[config.mk]
export PLATFORM = sky130hd
export DESIGN_NAME = wptr_full_level
export DESIGN_NICKNAME = d
export VERILOG_FILES = /design/src/rtl/wptr_full_level_pkg.sv /design/src/rtl/sync_ptr_gray.sv /design/src/rtl/wptr_full_level.sv
export SDC_FILE = /design/constraint.sdc
export NUM_CORES = 1
export LEC_CHECK = 0
export BUFFER_PORTS_ARGS = -buffer_cell sky130_fd_sc_hd__buf_4
export CAP_MARGIN = 20
export CORE_MARGIN = 3
export CORE_UTILIZATION = 45
export DETAILED_ROUTE_END_ITERATION = 16
export PLACE_DENSITY_LB_ADDON = 0.3
export SLEW_MARGIN = 10
export SYNTH_ARGS = -nofsm -noshare
export SYNTH_HDL_FRONTEND = slang
export SYNTH_SLANG_ARGS = --single-unit
export TNS_END_PERCENT = 1
[constraint.sdc]
create_clock -name wclk -period 2.7 [get_ports wclk]
set_input_delay 0 -clock wclk [delete_from_list [all_inputs] [get_ports wclk]]
set_output_delay 0 -clock wclk [all_outputs]
set_load 0.05 [all_outputs]
[src/rtl/wptr_full_level_pkg.sv]
// Shared async-FIFO helpers: Gray/binary conversion and a depth helper.
// The functions work on a fixed 32-bit container. Callers zero-extend
// narrower pointers on the way in and truncate on the way out.
package wptr_full_level_pkg;

  localparam int unsigned PtrMaxW = 32;

  // Number of memory entries for a given address width.
  function automatic int unsigned depth_of(input int unsigned addrsize);
    return 32'd1 << addrsize;
  endfunction

  function automatic logic [PtrMaxW-1:0] bin2gray(input logic [PtrMaxW-1:0] bin);
    return (bin >> 1) ^ bin;
  endfunction

  // XOR prefix from the MSB down. Zero-extended upper bits leave the result unchanged.
  function automatic logic [PtrMaxW-1:0] gray2bin(input logic [PtrMaxW-1:0] gray);
    logic [PtrMaxW-1:0] bin;
    bin[PtrMaxW-1] = gray[PtrMaxW-1];
    for (int i = PtrMaxW - 2; i >= 0; i--) begin
      bin[i] = bin[i+1] ^ gray[i];
    end
    return bin;
  endfunction

endpackage

[src/rtl/sync_ptr_gray.sv]
// Multi-flop synchroniser for a Gray-coded pointer crossing clock domains.
// Ports:
//   clk_i  - destination-domain clock
//   rst_ni - asynchronous active-low reset; clears every stage
//   d_i    - Gray pointer from the source domain
//   q_o    - synchronised pointer (last stage)
module sync_ptr_gray #(
  parameter int unsigned Width  = 5,
  parameter int unsigned Stages = 2
) (
  input  logic             clk_i,
  input  logic             rst_ni,
  input  logic [Width-1:0] d_i,
  output logic [Width-1:0] q_o
);

  logic [Width-1:0] sync_q [Stages];

  always_ff @(posedge clk_i or negedge rst_ni) begin
    if (!rst_ni) begin
      for (int i = 0; i < Stages; i++) begin
        sync_q[i] <= '0;
      end
    end else begin
      sync_q[0] <= d_i;
      for (int i = 1; i < Stages; i++) begin
        sync_q[i] <= sync_q[i-1];
      end
    end
  end

  assign q_o = sync_q[Stages-1];

endmodule

[src/rtl/wptr_full_level.sv]
// Write-domain pointer and status controller for the asynchronous FIFO.
// It keeps binary and Gray write pointers, synchronises the read Gray pointer,
// and registers the full, almost-full, fill-level and sticky overflow flags.
// Ports:
//   wclk, wrst_n  - write clock, asynchronous active-low reset
//   winc          - write request, accepted when wfull is low
//   wclr_ovf      - clears the sticky overflow flag
//   rptr_gray     - read-domain Gray pointer (asynchronous)
//   waddr         - memory write address
//   wptr          - registered Gray write pointer sent to the read side
//   wen           - combinational memory write enable
//   wfull         - registered full flag
//   walmost_full  - registered wlevel >= AFULL_THRESH
//   wlevel        - registered pessimistic occupancy, 0..DEPTH
//   wovf          - sticky overflow (write attempted while full)
module wptr_full_level
  import wptr_full_level_pkg::*;
#(
  parameter int unsigned ADDRSIZE     = 4,
  parameter int unsigned SYNC_STAGES  = 2,
  parameter int unsigned AFULL_THRESH = 2**ADDRSIZE - 4
) (
  input  logic                wclk,
  input  logic                wrst_n,
  input  logic                winc,
  input  logic                wclr_ovf,
  input  logic [ADDRSIZE:0]   rptr_gray,
  output logic [ADDRSIZE-1:0] waddr,
  output logic [ADDRSIZE:0]   wptr,
  output logic                wen,
  output logic                wfull,
  output logic                walmost_full,
  output logic [ADDRSIZE:0]   wlevel,
  output logic                wovf
);

  localparam int unsigned PtrW = ADDRSIZE + 1;
  localparam logic [PtrW-1:0] AfullThr = PtrW'(AFULL_THRESH);

  logic [PtrW-1:0] wq_rptr;
  logic [PtrW-1:0] wq_rbin;
  logic [PtrW-1:0] wbin_q, wbin_d;
  logic [PtrW-1:0] wptr_q, wptr_d;
  logic [PtrW-1:0] level_q, level_d;
  logic            wfull_q, wfull_d;
  logic            wafull_q, wafull_d;
  logic            wovf_q, wovf_d;

  sync_ptr_gray #(
    .Width  (PtrW),
    .Stages (SYNC_STAGES)
  ) u_sync (
    .clk_i  (wclk),
    .rst_ni (wrst_n),
    .d_i    (rptr_gray),
    .q_o    (wq_rptr)
  );

  assign wen     = winc & ~wfull_q;
  assign wq_rbin = PtrW'(gray2bin(PtrMaxW'(wq_rptr)));

  always_comb begin
    wbin_d   = wbin_q + PtrW'(wen);
    wptr_d   = PtrW'(bin2gray(PtrMaxW'(wbin_d)));
    // Full when the write pointer leads the read pointer by exactly DEPTH:
    // in Gray code that is the top two bits inverted, the rest equal.
    wfull_d  = (wptr_d == {~wq_rptr[ADDRSIZE:ADDRSIZE-1], wq_rptr[ADDRSIZE-2:0]});
    level_d  = wbin_d - wq_rbin;
    wafull_d = (level_d >= AfullThr);
    wovf_d   = wovf_q;
    if (winc && wfull_q) begin
      wovf_d = 1'b1;
    end else if (wclr_ovf) begin
      wovf_d = 1'b0;
    end
  end

  always_ff @(posedge wclk or negedge wrst_n) begin
    if (!wrst_n) begin
      wbin_q   <= '0;
      wptr_q   <= '0;
      level_q  <= '0;
      wfull_q  <= 1'b0;
      wafull_q <= 1'b0;
      wovf_q   <= 1'b0;
    end else begin
      wbin_q   <= wbin_d;
      wptr_q   <= wptr_d;
      level_q  <= level_d;
      wfull_q  <= wfull_d;
      wafull_q <= wafull_d;
      wovf_q   <= wovf_d;
    end
  end

  assign waddr        = wbin_q[ADDRSIZE-1:0];
  assign wptr         = wptr_q;
  assign wfull        = wfull_q;
  assign walmost_full = wafull_q;
  assign wlevel       = level_q;
  assign wovf         = wovf_q;

endmodule
* Yosys cells after proc, flatten, opt, wreduce, memory -nomap -nowiden *
Index checks and enable logic that the tools add are counted.

word-level totals
  flip-flop bits (word level) = 28
  input bits = 9
  output and inout bits = 18
  word-level logic and storage cells = 24

operators by class
  add/subtract/negate cells = 2
  order comparisons = 1
  equality and inequality tests = 1
  multiplexer cells = 2
  bitwise logic cells = 8
  reductions and logical operators = 2

operators with widths
  operator                                                                             count
  5-bit by 1-bit adder with 5-bit output                                               1
  5-bit equality test                                                                  1
  5-bit by 4-bit greater-or-equal comparator with 1-bit output, second input constant  1
  5-bit subtractor                                                                     1
  4-bit by 5-bit XOR with 5-bit output                                                 1
  1-bit XOR                                                                            4
  1-bit 2-to-1 mux                                                                     2
  2-bit NOT                                                                            1
  2-bit nonzero test                                                                   1
  1-bit AND                                                                            1
  1-bit logical AND                                                                    1
  1-bit NOT                                                                            1

* Logic depth before layout (Yosys ltp) *
Gate-level depths: netlist (run 1).

  depth in word-level cells = 6
  depth in mapped cells = 10
  depth with buffers taken out = 10

* Cells and area by module *
A second synthesis (run 1) with hierarchy kept.

second synthesis, totals
  cells, all modules = 95
  area total of the unflattened synthesis = 1233.7 sq um

by module, submodules not included
  module           times used  cells an instance  area an instance (sq um)  sequential area each (sq um)
  wptr_full_level  1           80                 945.9                     425.4
  sync_ptr_gray    1           15                 287.8                     250.2

* Worst setup path after synthesis (run 1) *
No wires, ideal clock.

  kind = register to register
  from = register wfull_q, in the netlist wfull
  to = register wafull_q, in the netlist walmost_full
  library setup time = 0.138 ns
  arrival time = 3.434 ns
  data required time = 2.562 ns
  setup slack = -0.873 ns
  cell stages (with the launch flop) = 10
  path buffers = 0
  clock period less this slack = 3.573 ns
  cell sequence = dfrtp_1 nor2b_1 ha_1 ha_1 xor2_2 ha_1 nor2b_1 o21ai_1 a21oi_1 or4b_1

between the ends
  cells in the longest elaborated chain, start to end = 5

RTL lines
  what                                                          line                   RTL
  start, declared                                               wptr_full_level.sv:45  logic wfull_q, wfull_d;
  start signal, assigned                                        wptr_full_level.sv:90  wfull_q <= wfull_d;
  1-bit NOT                                                     wptr_full_level.sv:59  assign wen = winc & ~wfull_q;
  1-bit AND                                                     wptr_full_level.sv:59
  named net wen                                                 wptr_full_level.sv:30  output logic wen,
  5-bit by 1-bit adder with 5-bit output                        wptr_full_level.sv:63  wbin_d = wbin_q + PtrW'(wen);
  named net wbin_d[2]                                           wptr_full_level.sv:42  logic [PtrW-1:0] wbin_q, wbin_d;
  5-bit subtractor                                              wptr_full_level.sv:68  level_d = wbin_d - wq_rbin;
  5-bit by 4-bit greater-or-equal comparator with 1-bit output  wptr_full_level.sv:69  wafull_d = (level_d >= AfullThr);
  named net wafull_d                                            wptr_full_level.sv:46  logic wafull_q, wafull_d;
  end signal, assigned                                          wptr_full_level.sv:91  wafull_q <= wafull_d;
  end, declared                                                 wptr_full_level.sv:46

The timed path passes the listed nets, and every way through them passes these cells.
A chain may end at the register's enable or synchronous reset.

* Worst setup path after layout (run 1) *
  from = register u_sync.sync_q, in the netlist u_sync.q_o[3]
  to = register wafull_q, in the netlist walmost_full

between the ends
  cells in the longest elaborated chain, start to end = 6

RTL lines
  what                                                            line                       RTL
  start, declared                                                 sync_ptr_gray.sv:17        logic [Width-1:0] sync_q [Stages];
  start signal, assigned by index                                 sync_ptr_gray.sv:27        sync_q[i] <= sync_q[i-1];
  1-bit XOR *                                                     wptr_full_level_pkg.sv:22  bin[i] = bin[i+1] ^ gray[i];
  1-bit XOR (3 in a row)                                          wptr_full_level_pkg.sv:22
  5-bit subtractor *                                              wptr_full_level.sv:68
  5-bit by 4-bit greater-or-equal comparator with 1-bit output *  wptr_full_level.sv:69
  named net wafull_d                                              wptr_full_level.sv:46

Mark *: on every way through the listed nets, which the timed path passes. The rest lies on a longest branch.

==> key figures, run 1 <==
Worst setup path
  – FF-to-FF End: walmost_full
  – RR Startpoint: u_sync.q_o[3]
  – Critical-path cell list: xnor2_2, xor2_2, xor2_2, xnor2_1, ha_2, fa_2, nor2b_4, o21ai_2, and3_1, or4b_1
  – Reg2reg setup slack: -0.01 ns
  – CP Launch Type: register
  – Crit-path most repeated cell: xor2_2
  – Crit end category: register
  – Critical-path top delay cell: or4b_1
  – Worst r2r path cells: 10
  – WS Path Type: register to register
  – Required time of the critical path: 2.90 ns
  – Worst EP arrival: 2.91 ns
  – CP max FO: 4
  – Max incr delay on CP: 0.46 ns
  – CP bufs+invs: 0
  – Worst setup path start: u_sync.q_o[3]
  – Crit path depth: 10
  – Critical Path End: walmost_full
  – Crit path max-delay family: simple AND/OR/NAND/NOR gates

Layout
  – Post-Layout Cell Count: 168
  – Most frequent cells in the layout: buf_4 (34), dfrtp_1 (26), xnor2_1 (11)
  – Most common library cell in the layout ignoring fill and taps: buf_4
  – Layout cell share with drive strength beyond 1: 0.420
  – Final Util: 0.682
  – Fillers: 183
  – Area delta synth->final: 41.7%
  – Final #Nets: 155
  – Diodes inserted: 0

Floorplanning
  – Die width: 57.7 um
  – Initial core utilization: 0.481
  – Row count: 18
  – Die Y: 57.7 um
  – I/O pins: 27
  – Die area: 3330 sq um
  – Core area: 2500 sq um

Global route
  – Vias in the first global route: 875
  – GRT overflow: 0
  – Global-route wire length before repair: 3640 um
  – Largest net degree at the start of global routing: 28
  – Total global-route track usage: 0.142
  – Initial antenna violation count: 0

Clock tree
  – CTS max path bufs: 2
  – CTS tree: done
  – Clock Tree Root: clkbuf_4
  – CTS Sinks: 27
  – H-tree levels: 1
  – Worst-path clk slew: 0.13 ns
  – CTS buffer count: 3
  – Clock latency on the worst-skew pair: 0.31 ns

Placement
  – Buffers added on ports: 26
  – Post-DP HPWL: 1620 um
  – DP Cell Count: 150
  – GPL Wtd Cong: 0.795

Logic synthesis
  – Post-synth top area cell: dfrtp_1
  – Cells after synthesis: 92
  – Post-synthesis cell area: 1200 sq um
  – Seq/Total Area, Yosys: 0.561
  – Yosys reg bits: 27
  – Unique masters post-synth: 28
  – Synth Area per Inst: 13.1 sq um
  – Post-Syn Nets: 108
  – Ranking of synthesized cells by area: dfrtp_1 (56%), xnor2_1 (8.7%), ha_1 (6.2%), xor2_1 (4.4%), inv_1 (2.8%)
  – Top-area cell type share of the netlist area: 0.561
  – Syn. warnings: 0

Timing
  – Setup_tns: -0.0136 ns
  – Max-slew violations: 0
  – Unrepaired setup endpoints after global routing: true
  – Fmax: 369 MHz
  – PnR worst setup slack: -0.0136 ns
  – Slew HR: 0.778
  – Final min period: 2.71 ns
  – Final Skew: 0.00393 ns
  – Fin. Hold Viols: 0
  – Final period util: 1.01
  – Worst-margin pin slew: 0.333 ns
  – Hold WS: 0.111 ns
  – Finish-stage setup viols: 1

Drt
  – Per-cell routed wire length: 12.9 um
  – Initial DRC Count: 9
  – Via count: 812
  – Post-Route WL: 2170 um
  – Drt pass-1 iters: 4
  – Routed Antenna Nets: 0
  – Avg Vias per Cell: 4.83
  – # DRC: 0

Run status
  – Failing checks: negative setup slack
  – Outcome: finished, violations left

Min path
  – HP Class: input pin to async pin

Run
  – Max_cap viols: 0
==> logic make-up (layout without fill, tap and decap cells) <==
family          Yosys count  after routing  share of synthesized area
compound gates            9              9                     0.0561
buf+inv                  10             56                     0.0322
fa+ha+maj                 7              7                     0.0790
simple gates             16             16                     0.0780
mux                       1              1                    0.00832
flops                    27             27                      0.561
xor+xnor                 22             22                      0.185
==> how the worst min path moves through the flow <==
stage                 from       endpoint  slack, ns  depth (start not counted)
floorplan           wrst_n  u_sync.q_o[0]      -0.30                          0
global placement    wrst_n        wptr[1]      -0.08                          1
detailed placement  wrst_n        wptr[0]      -0.07                          1
CTS                 wrst_n        wptr[0]       0.10                          2
global route        wrst_n        wptr[0]        0.1                          2
finish              wrst_n        wptr[0]       0.11                          2
==> registers in the layout, indices dropped and copies added (netlist names) <==
signal	count
u_sync.q_o	5
u_sync.sync_q	5
walmost_full	1
wbin_q	5
wfull	1
wlevel	5
wovf	1
wptr	4
==> routing by layer <==
metal	global-route usage	share of wire	vias up
met5	0	0	-
met4	0.0563	0.0088	0
met3	0.0223	0.056	2
met2	0.269	0.54	22
met1	0.156	0.39	391
li1	-	-	397
==> cell usage after synthesis (all sizes together) <==
master / count
fa: 1
o21ai: 2
dfrtp: 27
and3: 1
a21oi: 2
nor4: 1
buf: 1
nand3: 4
or4b: 1
xnor2: 14
inv: 9
nand2: 3
a31oi: 1
nand4b: 1
ha: 6
a21bo: 1
mux2i: 1
or3: 1
xor2: 8
nand4: 1
o2bb2ai: 1
a2111oi: 1
nor2b: 2
a21o: 1
or2: 1
==> area by class of cell <==
cell class              count  area, sq um  area share
well taps                  30         37.5      0.0220
inverters                   9         33.8      0.0198
repair buffers             43          347       0.203
multi-input cells          55          584       0.343
clock buffers               4         26.3      0.0154
flip-flops and latches     27          677       0.397
==> repair_timing <==
action | 4_1_cts | 5_1_grt
setup buffers | 4 | 2
endpoints found under the setup margin | 1 | 2
endpoints found under the hold margin | 33 | 0
resized for setup | 1 | 5
pin swaps | 6 | 4
hold buffers | 8 | 0
==> through the flow <==
stage	worst slack (ns)	cell area, sq um
finish	-0.0136	1710
global route	-0.105	1710
CTS	-0.0457	1670
detailed placement	-0.116	1530
global placement	0.0477	1530
floorplan	-0.00636	1280
Power of run 1 is left out: the tool's default activity adds up to more than one toggle a clock period on the data nets, which glitch-free logic cannot reach.
==> inputs of run 2 (changes only) <==
==> constraint.sdc (replaced) <==
create_clock -name wclk -period 2.7 [get_ports wclk]
set_input_delay 0.405 -clock wclk [delete_from_list [all_inputs] [get_ports wclk]]
set_output_delay 0.405 -clock wclk [all_outputs]
set_load 0.05 [all_outputs]
==> run 2 against run 1 <==
Against the previous run:
- the flow still finishes with violations (negative setup slack)
- design area shrank 4.1%
- setup slack lost 0.0080 ns
- clock-buffer cell count unchanged
- clock skew hardly changed
- critical endpoint unchanged
- highest routed layer unchanged
==> key figures, run 2 (synthesis results as in run 1) <==
Run status
  – Outcome: finished, violations left
  – Failing checks: negative setup slack

Global route
  – Largest net degree at the start of global routing: 28 (unchanged)
  – Initial antenna violation count: 0 (unchanged)
  – Total global-route track usage: 0.138 (-0.00425)
  – GRT overflow: 0 (unchanged)
  – Global-route wire length before repair: 3520 um (-3.4%)
  – Vias in the first global route: 841 (-3.9%)

Clock tree
  – CTS max path bufs: 2 (unchanged)
  – CTS buffer count: 3 (unchanged)
  – Worst-path clk slew: 0.13 ns (about the same)
  – Clock Tree Root: clkbuf_4
  – H-tree levels: 1 (unchanged)
  – CTS Sinks: 27 (unchanged)
  – CTS tree: done
  – Clock latency on the worst-skew pair: 0.31 ns (about the same)

Min path
  – HP Class: input pin to register
  – Hold Path Sink: u_sync.sync_q[6]
  – Hold path depth: 1
  – HP Start: rptr_gray[1]

Timing
  – Final min period: 2.72 ns (+0.00804 ns)
  – Final Skew: 0.00375 ns (-0.000185 ns)
  – PnR worst setup slack: -0.0216 ns (-0.00804 ns)
  – Fin. Hold Viols: 0 (unchanged)
  – Fmax: 367 MHz (-0.30%)
  – Max-slew violations: 0 (unchanged)
  – Finish-stage setup viols: 1 (unchanged)
  – Unrepaired setup endpoints after global routing: true
  – Worst-margin pin slew: 0.332 ns (-0.00116 ns)
  – Final period util: 1.01 (+0.00298)
  – Slew HR: 0.778 (about the same)
  – Hold WS: 0.187 ns (+0.0755 ns)

Drt
  – Drt pass-1 iters: 4 (unchanged)
  – Via count: 785 (-3.3%)
  – Post-Route WL: 2140 um (-1.4%)
  – Routed Antenna Nets: 0 (unchanged)
  – Per-cell routed wire length: 13.3 um (+2.9%)
  – Avg Vias per Cell: 4.88 (+0.88%)
  – # DRC: 0 (unchanged)
  – Initial DRC Count: 11 (+2)

Floorplanning
  – Die Y: 57.7 um (unchanged)
  – Core area: 2500 sq um (unchanged)
  – Die area: 3330 sq um (unchanged)
  – Initial core utilization: 0.481 (unchanged)
  – I/O pins: 27 (unchanged)
  – Die width: 57.7 um (unchanged)
  – Row count: 18 (unchanged)

Worst setup path
  – Reg2reg setup slack: -0.02 ns (about the same)
  – Crit end category: register
  – Worst EP arrival: 2.92 ns (about the same)
  – CP Launch Type: register
  – Worst r2r path cells: 10 (unchanged)
  – RR Startpoint: u_sync.q_o[3]
  – Max incr delay on CP: 0.46 ns (about the same)
  – CP bufs+invs: 0 (unchanged)
  – Crit path max-delay family: simple AND/OR/NAND/NOR gates
  – Required time of the critical path: 2.90 ns (about the same)
  – CP max FO: 4 (unchanged)
  – Crit-path most repeated cell: xor2_2
  – FF-to-FF End: walmost_full
  – WS Path Type: register to register
  – Critical-path cell list: xnor2_2, xor2_2, xor2_2, xnor2_1, ha_2, fa_2, nor2b_4, o21ai_2, and3_1, or4b_1
  – Critical-path top delay cell: or4b_1

Layout
  – Most common library cell in the layout ignoring fill and taps: buf_4
  – Fin area: 1640 sq um (-4.1%)
  – Diodes inserted: 0 (unchanged)
  – Most frequent cells in the layout: buf_4 (34), dfrtp_1 (26), xnor2_1 (11)
  – Final #Nets: 148 (-4.5%)
  – Area delta synth->final: 35.9%
  – Layout cell share with drive strength beyond 1: 0.443 (+0.0225)

Placement
  – GPL Wtd Cong: 0.795 (unchanged)
  – Post-DP HPWL: 1620 um (unchanged)
  – Buffers added on ports: 26 (unchanged)
  – Pre-CTS setup slack: -0.116 ns (unchanged)
  – DP Area: 1530 sq um (unchanged)

Run
  – Max_cap viols: 0 (unchanged)
run 2: cell count changes in the layout (fill, tap and decap cells not counted), sizes merged:
| cell | before | now |
|---|---|---|
| dlygate4sd3 | 8 | 1 |
run 2: final cells by class:
type                    count  area, sq um
well taps                  30         37.5
repair buffers             36          277
flip-flops and latches     27          677
inverters                   9         33.8
multi-input cells          55          584
fillers                   187          865
clock buffers               4         26.3
run 2: layer usage:
layer	GRT usage	share of wire
met5	0	0
met4	0.0563	0.0089
met3	0.0245	0.061
met2	0.260	0.54
met1	0.150	0.39
run 2: repair_timing:
action | in CTS | in global routing
hold buffers | 1 | 0
setup buffers | 4 | 2
gates resized for setup | 1 | 5
endpoints found under the hold margin | 27 | 0
pin swaps | 6 | 4
endpoints found under the setup margin | 1 | 2
run 2: metrics by stage:
stage,utilization,std cells,TNS [ns]
final,0.654,161,-0.0216
after global routing,0.654,161,-0.106
after CTS,0.640,159,-0.0457
after detailed placement,0.613,150,-0.116
after global placement,0.613,150,0
after floorplan,-,92,-0.00636
run 2: worst max-delay path by stage:
stage,startpoint,endpoint,slack [ns],depth (start not counted)
final,u_sync.q_o[3],walmost_full,-0.02,10
after global routing,u_sync.q_o[3],walmost_full,-0.11,10
after CTS,u_sync.q_o[4],walmost_full,-0.05,10
after detailed placement,u_sync.q_o[3],walmost_full,-0.12,10
after global placement,u_sync.q_o[3],walmost_full,0.05,10
after floorplan,wfull,walmost_full,-0.006,9
Power of run 2 is left out for the same reason.
